==> src/rtl/rom_loader_if.sv <==
// Byte-stream input and ROM write/readback port of the ROM loader.
interface rom_loader_if;
  logic        in_valid;
  logic [7:0]  in_data;
  logic        in_ready;
  logic        rom_we;
  logic        rom_select;
  logic [5:0]  rom_addr;
  logic [31:0] rom_wd;
  logic [31:0] rom_rd;

  // Loader side: consumes bytes, drives the ROM port.
  modport master (
    input  in_valid, in_data, rom_rd,
    output in_ready, rom_we, rom_select, rom_addr, rom_wd
  );

  // Environment side: byte source and ROM model.
  modport slave (
    output in_valid, in_data, rom_rd,
    input  in_ready, rom_we, rom_select, rom_addr, rom_wd
  );
endinterface

==> src/rtl/rom_loader.sv <==
// Loads a little-endian byte stream into the program or exception ROM,
// holding the CPU while busy, with an optional readback-compare pass.
//
// state   | meaning
// --------+---------------------------------------------------------
// IDLE    | waiting for start; cfg_err on illegal word_count
// COLLECT | accepting bytes into the word assembly register
// WRITE   | one-cycle ROM write of the assembled word
// VADDR   | presents rom_addr for readback
// VCMP    | compares rom_rd against the shadow copy
// FINISH  | one-cycle done pulse, then IDLE
module rom_loader #(
  parameter int unsigned VERIFY = 1
) (
  input  logic        sys_clk,
  input  logic        sys_rst_n,
  input  logic        start,
  input  logic        sel,
  input  logic [6:0]  word_count,
  rom_loader_if.master bus,
  output logic        busy,
  output logic        cpu_hold,
  output logic        done,
  output logic        cfg_err,
  output logic        vfy_err,
  output logic [5:0]  vfy_addr
);

  typedef enum logic [2:0] {
    IDLE    = 3'd0,
    COLLECT = 3'd1,
    WRITE   = 3'd2,
    VADDR   = 3'd3,
    VCMP    = 3'd4,
    FINISH  = 3'd5
  } state_t;

  state_t      state_q, state_d;
  logic [1:0]  byte_cnt_q, byte_cnt_d;
  logic [5:0]  rom_addr_q, rom_addr_d;
  logic [31:0] rom_wd_q, rom_wd_d;
  logic        sel_q, sel_d;
  logic [6:0]  word_count_q, word_count_d;
  logic        cfg_err_q, cfg_err_d;
  logic        vfy_err_q, vfy_err_d;
  logic [5:0]  vfy_addr_q, vfy_addr_d;

  logic [31:0] shadow_q [64];

  logic cfg_ok;
  logic accept;
  logic byte_acc;
  logic last_word;
  logic mismatch;
  logic in_ready_c;
  logic rom_we_c;

  assign cfg_ok    = (word_count != 7'd0) && (word_count <= 7'd64);
  assign accept    = (state_q == IDLE) && start && cfg_ok;
  assign byte_acc  = in_ready_c && bus.in_valid;
  // rom_addr doubles as the word index in both the load and verify passes
  assign last_word = ({1'b0, rom_addr_q} == (word_count_q - 7'd1));
  assign mismatch  = (bus.rom_rd != shadow_q[rom_addr_q]);

  // State and datapath registers with synchronous active-low reset
  always_ff @(posedge sys_clk) begin
    if (!sys_rst_n) begin
      state_q      <= IDLE;
      byte_cnt_q   <= 2'd0;
      rom_addr_q   <= 6'd0;
      rom_wd_q     <= 32'd0;
      sel_q        <= 1'b0;
      word_count_q <= 7'd0;
      cfg_err_q    <= 1'b0;
      vfy_err_q    <= 1'b0;
      vfy_addr_q   <= 6'd0;
    end else begin
      state_q      <= state_d;
      byte_cnt_q   <= byte_cnt_d;
      rom_addr_q   <= rom_addr_d;
      rom_wd_q     <= rom_wd_d;
      sel_q        <= sel_d;
      word_count_q <= word_count_d;
      cfg_err_q    <= cfg_err_d;
      vfy_err_q    <= vfy_err_d;
      vfy_addr_q   <= vfy_addr_d;
    end
  end

  // Shadow copy of every word written, used by the readback compare
  always_ff @(posedge sys_clk) begin
    if (rom_we_c) begin
      shadow_q[rom_addr_q] <= rom_wd_q;
    end
  end

  // Next-state logic
  always_comb begin
    state_d = state_q;
    unique case (state_q)
      IDLE:    if (accept) state_d = COLLECT;
      COLLECT: if (byte_acc && (byte_cnt_q == 2'd3)) state_d = WRITE;
      WRITE: begin
        if (!last_word)       state_d = COLLECT;
        else if (VERIFY != 0) state_d = VADDR;
        else                  state_d = FINISH;
      end
      VADDR:   state_d = VCMP;
      VCMP:    state_d = last_word ? FINISH : VADDR;
      FINISH:  state_d = IDLE;
      default: state_d = IDLE;
    endcase
  end

  // Datapath updates: capture, byte assembly, address stepping, verify flags
  always_comb begin
    byte_cnt_d   = byte_cnt_q;
    rom_addr_d   = rom_addr_q;
    rom_wd_d     = rom_wd_q;
    sel_d        = sel_q;
    word_count_d = word_count_q;
    cfg_err_d    = (state_q == IDLE) && start && !cfg_ok;
    vfy_err_d    = vfy_err_q;
    vfy_addr_d   = vfy_addr_q;
    unique case (state_q)
      IDLE: begin
        if (accept) begin
          sel_d        = sel;
          word_count_d = word_count;
          byte_cnt_d   = 2'd0;
          rom_addr_d   = 6'd0;
          vfy_err_d    = 1'b0;
          vfy_addr_d   = 6'd0;
        end
      end
      COLLECT: begin
        if (byte_acc) begin
          rom_wd_d[{byte_cnt_q, 3'b000} +: 8] = bus.in_data;
          byte_cnt_d = byte_cnt_q + 2'd1;
        end
      end
      WRITE: begin
        // last word keeps its address for load-only mode; verify restarts at 0
        if (!last_word)       rom_addr_d = rom_addr_q + 6'd1;
        else if (VERIFY != 0) rom_addr_d = 6'd0;
      end
      VCMP: begin
        if (mismatch && !vfy_err_q) begin
          vfy_err_d  = 1'b1;
          vfy_addr_d = rom_addr_q;
        end
        if (!last_word) rom_addr_d = rom_addr_q + 6'd1;
      end
      default: begin
      end
    endcase
  end

  // Moore outputs decoded from the current state
  always_comb begin
    in_ready_c = 1'b0;
    rom_we_c   = 1'b0;
    busy       = 1'b1;
    done       = 1'b0;
    unique case (state_q)
      IDLE:    busy       = 1'b0;
      COLLECT: in_ready_c = 1'b1;
      WRITE:   rom_we_c   = 1'b1;
      FINISH:  done       = 1'b1;
      default: begin
      end
    endcase
  end

  assign cpu_hold       = busy;
  assign cfg_err        = cfg_err_q;
  assign vfy_err        = vfy_err_q;
  assign vfy_addr       = vfy_addr_q;
  assign bus.in_ready   = in_ready_c;
  assign bus.rom_we     = rom_we_c;
  assign bus.rom_select = sel_q;
  assign bus.rom_addr   = rom_addr_q;
  assign bus.rom_wd     = rom_wd_q;

endmodule
==> src/flat_wrapper.sv <==
// flat-port wrapper written by rule: the top's interface ports become plain ports
module rom_loader_flat 
#(
  parameter int unsigned VERIFY = 1
)
  (sys_clk, sys_rst_n, start, sel, word_count, busy, cpu_hold, done, cfg_err, vfy_err, vfy_addr, bus_in_valid, bus_in_data, bus_rom_rd, bus_in_ready, bus_rom_we, bus_rom_select, bus_rom_addr, bus_rom_wd);
  rom_loader_if bus_i ();
  input  logic sys_clk;
  input  logic sys_rst_n;
  input  logic start;
  input  logic sel;
  input  logic [6:0] word_count;
  output logic busy;
  output logic cpu_hold;
  output logic done;
  output logic cfg_err;
  output logic vfy_err;
  output logic [5:0] vfy_addr;
  input wire logic [$bits(bus_i.in_valid)-1:0] bus_in_valid;
  input wire logic [$bits(bus_i.in_data)-1:0] bus_in_data;
  input wire logic [$bits(bus_i.rom_rd)-1:0] bus_rom_rd;
  output wire logic [$bits(bus_i.in_ready)-1:0] bus_in_ready;
  output wire logic [$bits(bus_i.rom_we)-1:0] bus_rom_we;
  output wire logic [$bits(bus_i.rom_select)-1:0] bus_rom_select;
  output wire logic [$bits(bus_i.rom_addr)-1:0] bus_rom_addr;
  output wire logic [$bits(bus_i.rom_wd)-1:0] bus_rom_wd;
  assign bus_i.in_valid = bus_in_valid;
  assign bus_i.in_data = bus_in_data;
  assign bus_i.rom_rd = bus_rom_rd;
  assign bus_in_ready = bus_i.in_ready;
  assign bus_rom_we = bus_i.rom_we;
  assign bus_rom_select = bus_i.rom_select;
  assign bus_rom_addr = bus_i.rom_addr;
  assign bus_rom_wd = bus_i.rom_wd;
  rom_loader #(.VERIFY(VERIFY)) u_core (.sys_clk(sys_clk), .sys_rst_n(sys_rst_n), .start(start), .sel(sel), .word_count(word_count), .bus(bus_i), .busy(busy), .cpu_hold(cpu_hold), .done(done), .cfg_err(cfg_err), .vfy_err(vfy_err), .vfy_addr(vfy_addr));
endmodule
==> config.mk <==
export PLATFORM = sky130hd
export DESIGN_NAME = rom_loader_flat
export DESIGN_NICKNAME = d
export VERILOG_FILES = /design/src/rtl/rom_loader_if.sv /design/src/rtl/rom_loader.sv /design/src/flat_wrapper.sv
export SDC_FILE = /design/constraint.sdc
export NUM_CORES = 2
export LEC_CHECK = 0
export CORE_ASPECT_RATIO = 1.1
export CORE_UTILIZATION = 55
export DETAILED_ROUTE_END_ITERATION = 8
export PLACE_DENSITY = 0.71
export SETUP_SLACK_MARGIN = 0.4
export SLEW_MARGIN = 10
export SYNTH_ARGS = -nofsm -noshare
export SYNTH_HDL_FRONTEND = slang
export SYNTH_SLANG_ARGS = --single-unit
==> constraint.sdc <==
create_clock -name sys_clk -period 4.4 [get_ports sys_clk]
set_input_delay 1.32 -clock sys_clk [delete_from_list [all_inputs] [get_ports sys_clk]]
set_output_delay 1.32 -clock sys_clk [all_outputs]
set_load 0.02 [all_outputs]
==> metrics.sh <==
DOMINANT_SYNTHESIZED_FLOP_CELL='edfxtp_1'
IO_PINS=104
CRITICAL_PATH.MAX_STAGE_DELAY_NS=0.58
FIN_TOTAL_PWR_mW=39.3
GRT_FIRST_PASS_WIRELENGTH_MM=375
TRITONCTS='built'
CTS.CLK_SLEW.WORST_PATHS_NS=0.06
NUMCTSBUFFERS=196
ACHIEVABLE-FREQUENCY_GHz=0.222
CRITPATHARRIVALTIME_NS=5.26
HOLD-PATH-ENDPOINT='u_core.bus.rom_select'
INITIAL_CORE_UTIL=0.555
NUMBER_OF_GLOBAL_ROUTE_VIAS_BEFORE_REPAIR=46400
SYNTH_CELL_TYPE_COUNT=78
CTS.HTREE.LEVELS=4
MIN_PATH_CELLS=2
POST_SYNTH.CELL_AREA_AVG_SQ_UM=20.3
SYNTHCELLS=4062
WORST_SKEW_PAIR.LATE_LATENCY_NS=0.87
CLOCK_TREE.BUFFER_DEPTH=3
FINAL_MIN_PERIOD_OVER_CLOCK_PERIOD=1.02
BUFFER_PORTS.INSERTED=103
CRITICAL_PATH.MAX_FANOUT=18
CRIT_PATH_START_KIND='flip-flop'
POST_PLACE_WORST_SLACK_NS=-0.381
FINAL_CELL_MIX='2,048 x edfxtp_1, 424 x mux4_2, 317 x buf_4'
DETAIL_ROUTE.FIRST_PASS.ITERATIONS=9
FINAL_WORST_SETUP_SLACK_NS=-0.0973
ROUTED_WIRELENGTH_MM=277
VIOLATIONS='DRC, setup timing'
SYNTHESIS.AREA_SQ_MM=0.0823
STATIC-LEAKAGE-POWER_nW=27.5
OUTCOME='complete, but fails checks'
R2R.WORST_PATH.CELLS=14
CRITICAL_PATH.MOST_COMMON_CELL='buf_12'
POST_DRT_VIA_CELL_RATIO=7.19
P_SWITCHING_mW=7.82
PERIOD_MINUS_SLACK_NS=4.50
POWER-PER-CELL-AREA_mW_PER_MM2=407
TIMING.CLOCK.SKEW_NS=0.0445
DIE_BOUNDARY_HEIGHT_MICRONS=408
PLACE.DETAILED.HPWL_MM=164
FIN_UTIL=0.651
FINALNETCOUNT=4633
DETAIL_ROUTE.WL_PER_CELL_MICRONS=41.3
FILLER_INSTANCES=9584
AREA_OF_THE_MULTI_INPUT_GATES_SQ_MM=0.0190
AREA.SEQUENTIAL_SQ_MM=0.0629
POSTSYNTHREGISTERBITS=2113
P_SEQ_FRAC=0.555
R2R_SETUP_SLACK_NS=-0.1
OVERALL_GLOBAL_ROUTING_RESOURCE_USAGE=0.369
SYNTH_TOP_CELL_BY_AREA='edfxtp_1'
REMAINING_DRC_ERRORS=2
CLK_ROOT_BUFFER_CELL='clkbuf_16'
CRITPATHKIND='flip-flop to flip-flop'
ENDPOINT_KIND='flip-flop'
PEAKVDDDROP_mV=0.499
ASYNC_RESET_FF_FRAC=0
DIEWIDTH_MICRONS=371
WORST_SLEW_PIN_SLEW_NS=1.18
CRITPATHSLOWESTCELL='o31ai_4'
CTS-HOLD-FIX-BUFFERS=0
CRITICAL_PATH.CELL_CHAIN='buf_12 -> buf_12 -> buf_4 -> nor3b_4 -> a22o_1 -> a21oi_1 -> a31oi_1 -> nor2b_1 -> a211o_2 -> nor4_2 -> nand4_1 -> o31ai_4 -> buf_12 -> mux2i_1'
POWER.COMBINATIONAL.FRACTION=0.008
MAX_CAP_VIOLATIONS=0
LARGEST_NET_DEGREE_AT_THE_START_OF_GLOBAL_ROUTING=66
SYNTH_EDF_COUNT=2048
WORST-ENDPOINT-REQUIRED_NS=5.16
ROUTE.VIAS.TOTAL=48200
SYNTH.NET_COUNT=4121
GRT_ANTENNA_BEFORE_REPAIR=14
YS_TOP_CELLS_BY_AREA='edfxtp_1 75%, mux4_2 12%, mux2i_1 2.6%, dfxtp_1 1.6%, a22oi_1 0.89%'
LAYOUT-AREA-OVERHEAD-VS-SYNTH_PCT=17.2
DRT.ANTENNA.VIOLATING_NETS=0
SYNTH.TOP_CELL.AREA_SHARE=0.747
SYNTH_SEQUENTIAL_AREA_RATIO=0.763
DRIVE_GT1_FRAC=0.279
GPL.FINAL_WEIGHTED_CONGESTION=0.944
FINAL-MAX-SLEW-VIOLATION-COUNT=0
CLOCK_SINK_COUNT=2113
SYNTHESIS.YOSYS.WARNINGS=0
PLACEMENT_ROWS=148
CORE_AREA_SQ_MM=0.148
OVERFLOW=0
FINAL-SETUP-VIOL-COUNT=6
RELATIVE_SLEW_SLACK=0.207
POWER.SWITCHING_FRACTION=0.199
GRT_SETUP_UNREPAIRED='true'
POWER.SHARE.CLOCK=0.438
DRT_ITER0_DRC=8841
CRITICAL_PATH.REG2REG.ENDPOINT='u_core.vfy_addr[4]'
WORSTHOLDPATHTYPE='flip-flop to flip-flop'
FINAL_HOLD_VIOLATION_COUNT=0
CELLINTERNALPOWER_mW=31.4
HP-START='u_core.bus.rom_select'
DIE_AREA_SQ_MM=0.151
COMMONEST_NON_FILL_NON_TAP_CELL_IN_THE_LAYOUT='edfxtp_1'
[repair_timing]
item                                    4_1_cts  5_1_grt
pin swaps                                    13       10
endpoints found under the setup margin        8        7
resized for setup                            76       15
cloned                                        9        0
buffers inserted                             41       16
[cells in the mapped netlist, drive strengths merged (5+ instances only)]
| master | count |
|---|---|
| a211o | 5 |
| a211oi | 18 |
| a21oi | 72 |
| a221oi | 13 |
| a22o | 10 |
| a22oi | 98 |
| a31oi | 15 |
| a32o | 5 |
| and2 | 15 |
| and3 | 18 |
| buf | 159 |
| clkbuf | 56 |
| dfxtp | 65 |
| edfxtp | 2048 |
| ha | 7 |
| inv | 13 |
| mux2 | 28 |
| mux2i | 210 |
| mux4 | 424 |
| nand2 | 166 |
| nand2b | 16 |
| nand3 | 91 |
| nand3b | 10 |
| nand4 | 17 |
| nor2 | 149 |
| nor2b | 40 |
| nor3 | 38 |
| nor3b | 10 |
| nor4 | 17 |
| o211ai | 8 |
| o21ai | 29 |
| o221ai | 8 |
| o22ai | 61 |
| o31ai | 8 |
| or2 | 8 |
| or3 | 7 |
| or3b | 5 |
| xnor2 | 20 |
| xor2 | 20 |
[how the worst max path moves through the flow]
stage / startpoint / slack [ns] / to / cells past startpoint
2_1_floorplan: u_core.bus.rom_addr[4] / 0.41 / u_core.shadow_q[31][0] / 5
3_3_place_gp: flip-flop / -0.27 / u_core.vfy_addr[0] / 13
3_5_place_dp: flip-flop / -0.38 / u_core.vfy_addr[4] / 13
4_1_cts: flip-flop / 0.19 / u_core.vfy_addr[5] / 15
5_1_grt: flip-flop / -0.04 / u_core.vfy_addr[1] / 14
6_report: flip-flop / -0.1 / u_core.vfy_addr[4] / 14
[power by group through the flow]
stage	clock (mW)	sequential [mW]	combinational (mW)
after global placement	0	22.2	0.274
after global routing	17.9	21.8	0.304
final	17.2	21.8	0.297
after CTS	17.2	21.8	0.287
after floorplan	0	22.2	0.0811
after detailed placement	0	22.2	0.279
[routing by layer]
| metal | GRT usage | vias up | share of wire |
|---|---|---|---|
| li1 | - | 17900 | - |
| met1 | 0.477 | 24700 | 0.33 |
| met2 | 0.536 | 4622 | 0.44 |
| met3 | 0.127 | 982 | 0.15 |
| met4 | 0.236 | 22 | 0.077 |
| met5 | 0.00449 | - | 0.00077 |
[cell families after synthesis]
kind of cell / synth area share
compound gates: 0.0328
xor+xnor: 0.00426
fa+ha+maj: 0.00106
buf+inv: 0.0161
flops: 0.763
mux: 0.145
simple gates: 0.0371
[registers in the layout, indices dropped and copies added, names as in the netlist, named ones only]
register / flops
u_core.bus.rom_addr: 6
u_core.bus.rom_select: 1
u_core.bus.rom_wd: 32
u_core.vfy_err: 1
u_core.shadow_q: 2048
u_core.state_q: 3
u_core.vfy_addr: 6
u_core.cfg_err: 1
u_core.word_count_q: 7
u_core.byte_cnt_q: 2
[cell type report]
type                            count  area share
Inverter                           14    0.000545
Sequential cell                  2113       0.652
Tap cell                         1950      0.0253
Clock buffer                      238      0.0533
Clock inverter                    127      0.0132
Timing Repair Buffer              529      0.0586
Multi-Input combinational cell   1720       0.197
Antenna cell                        8    0.000208
[critical path, delay by kind of cell (launching register included)]
| family | cells | cell delay [ns] |
|---|---|---|
| flops | 1 | 0.40 |
| compound gates | 5 | 1.65 |
| mux | 1 | 0.19 |
| simple gates | 4 | 1.37 |
| buf+inv | 4 | 0.74 |
[per-stage QoR]
step / area [sq um] / hold WS, ns / cells / TNS (ns)
detailed placement: 88700 / 0.467 / 6260 / -2.42
global placement: 88700 / 0.454 / 6260 / -1.82
finish: 96400 / 0.476 / 6699 / -0.391
global route: 96400 / 0.503 / 6692 / -0.110
floorplan: 82300 / 0.457 / 4062 / 0
CTS: 96200 / 0.480 / 6675 / 0
Power figures use the tool's default switching activity.
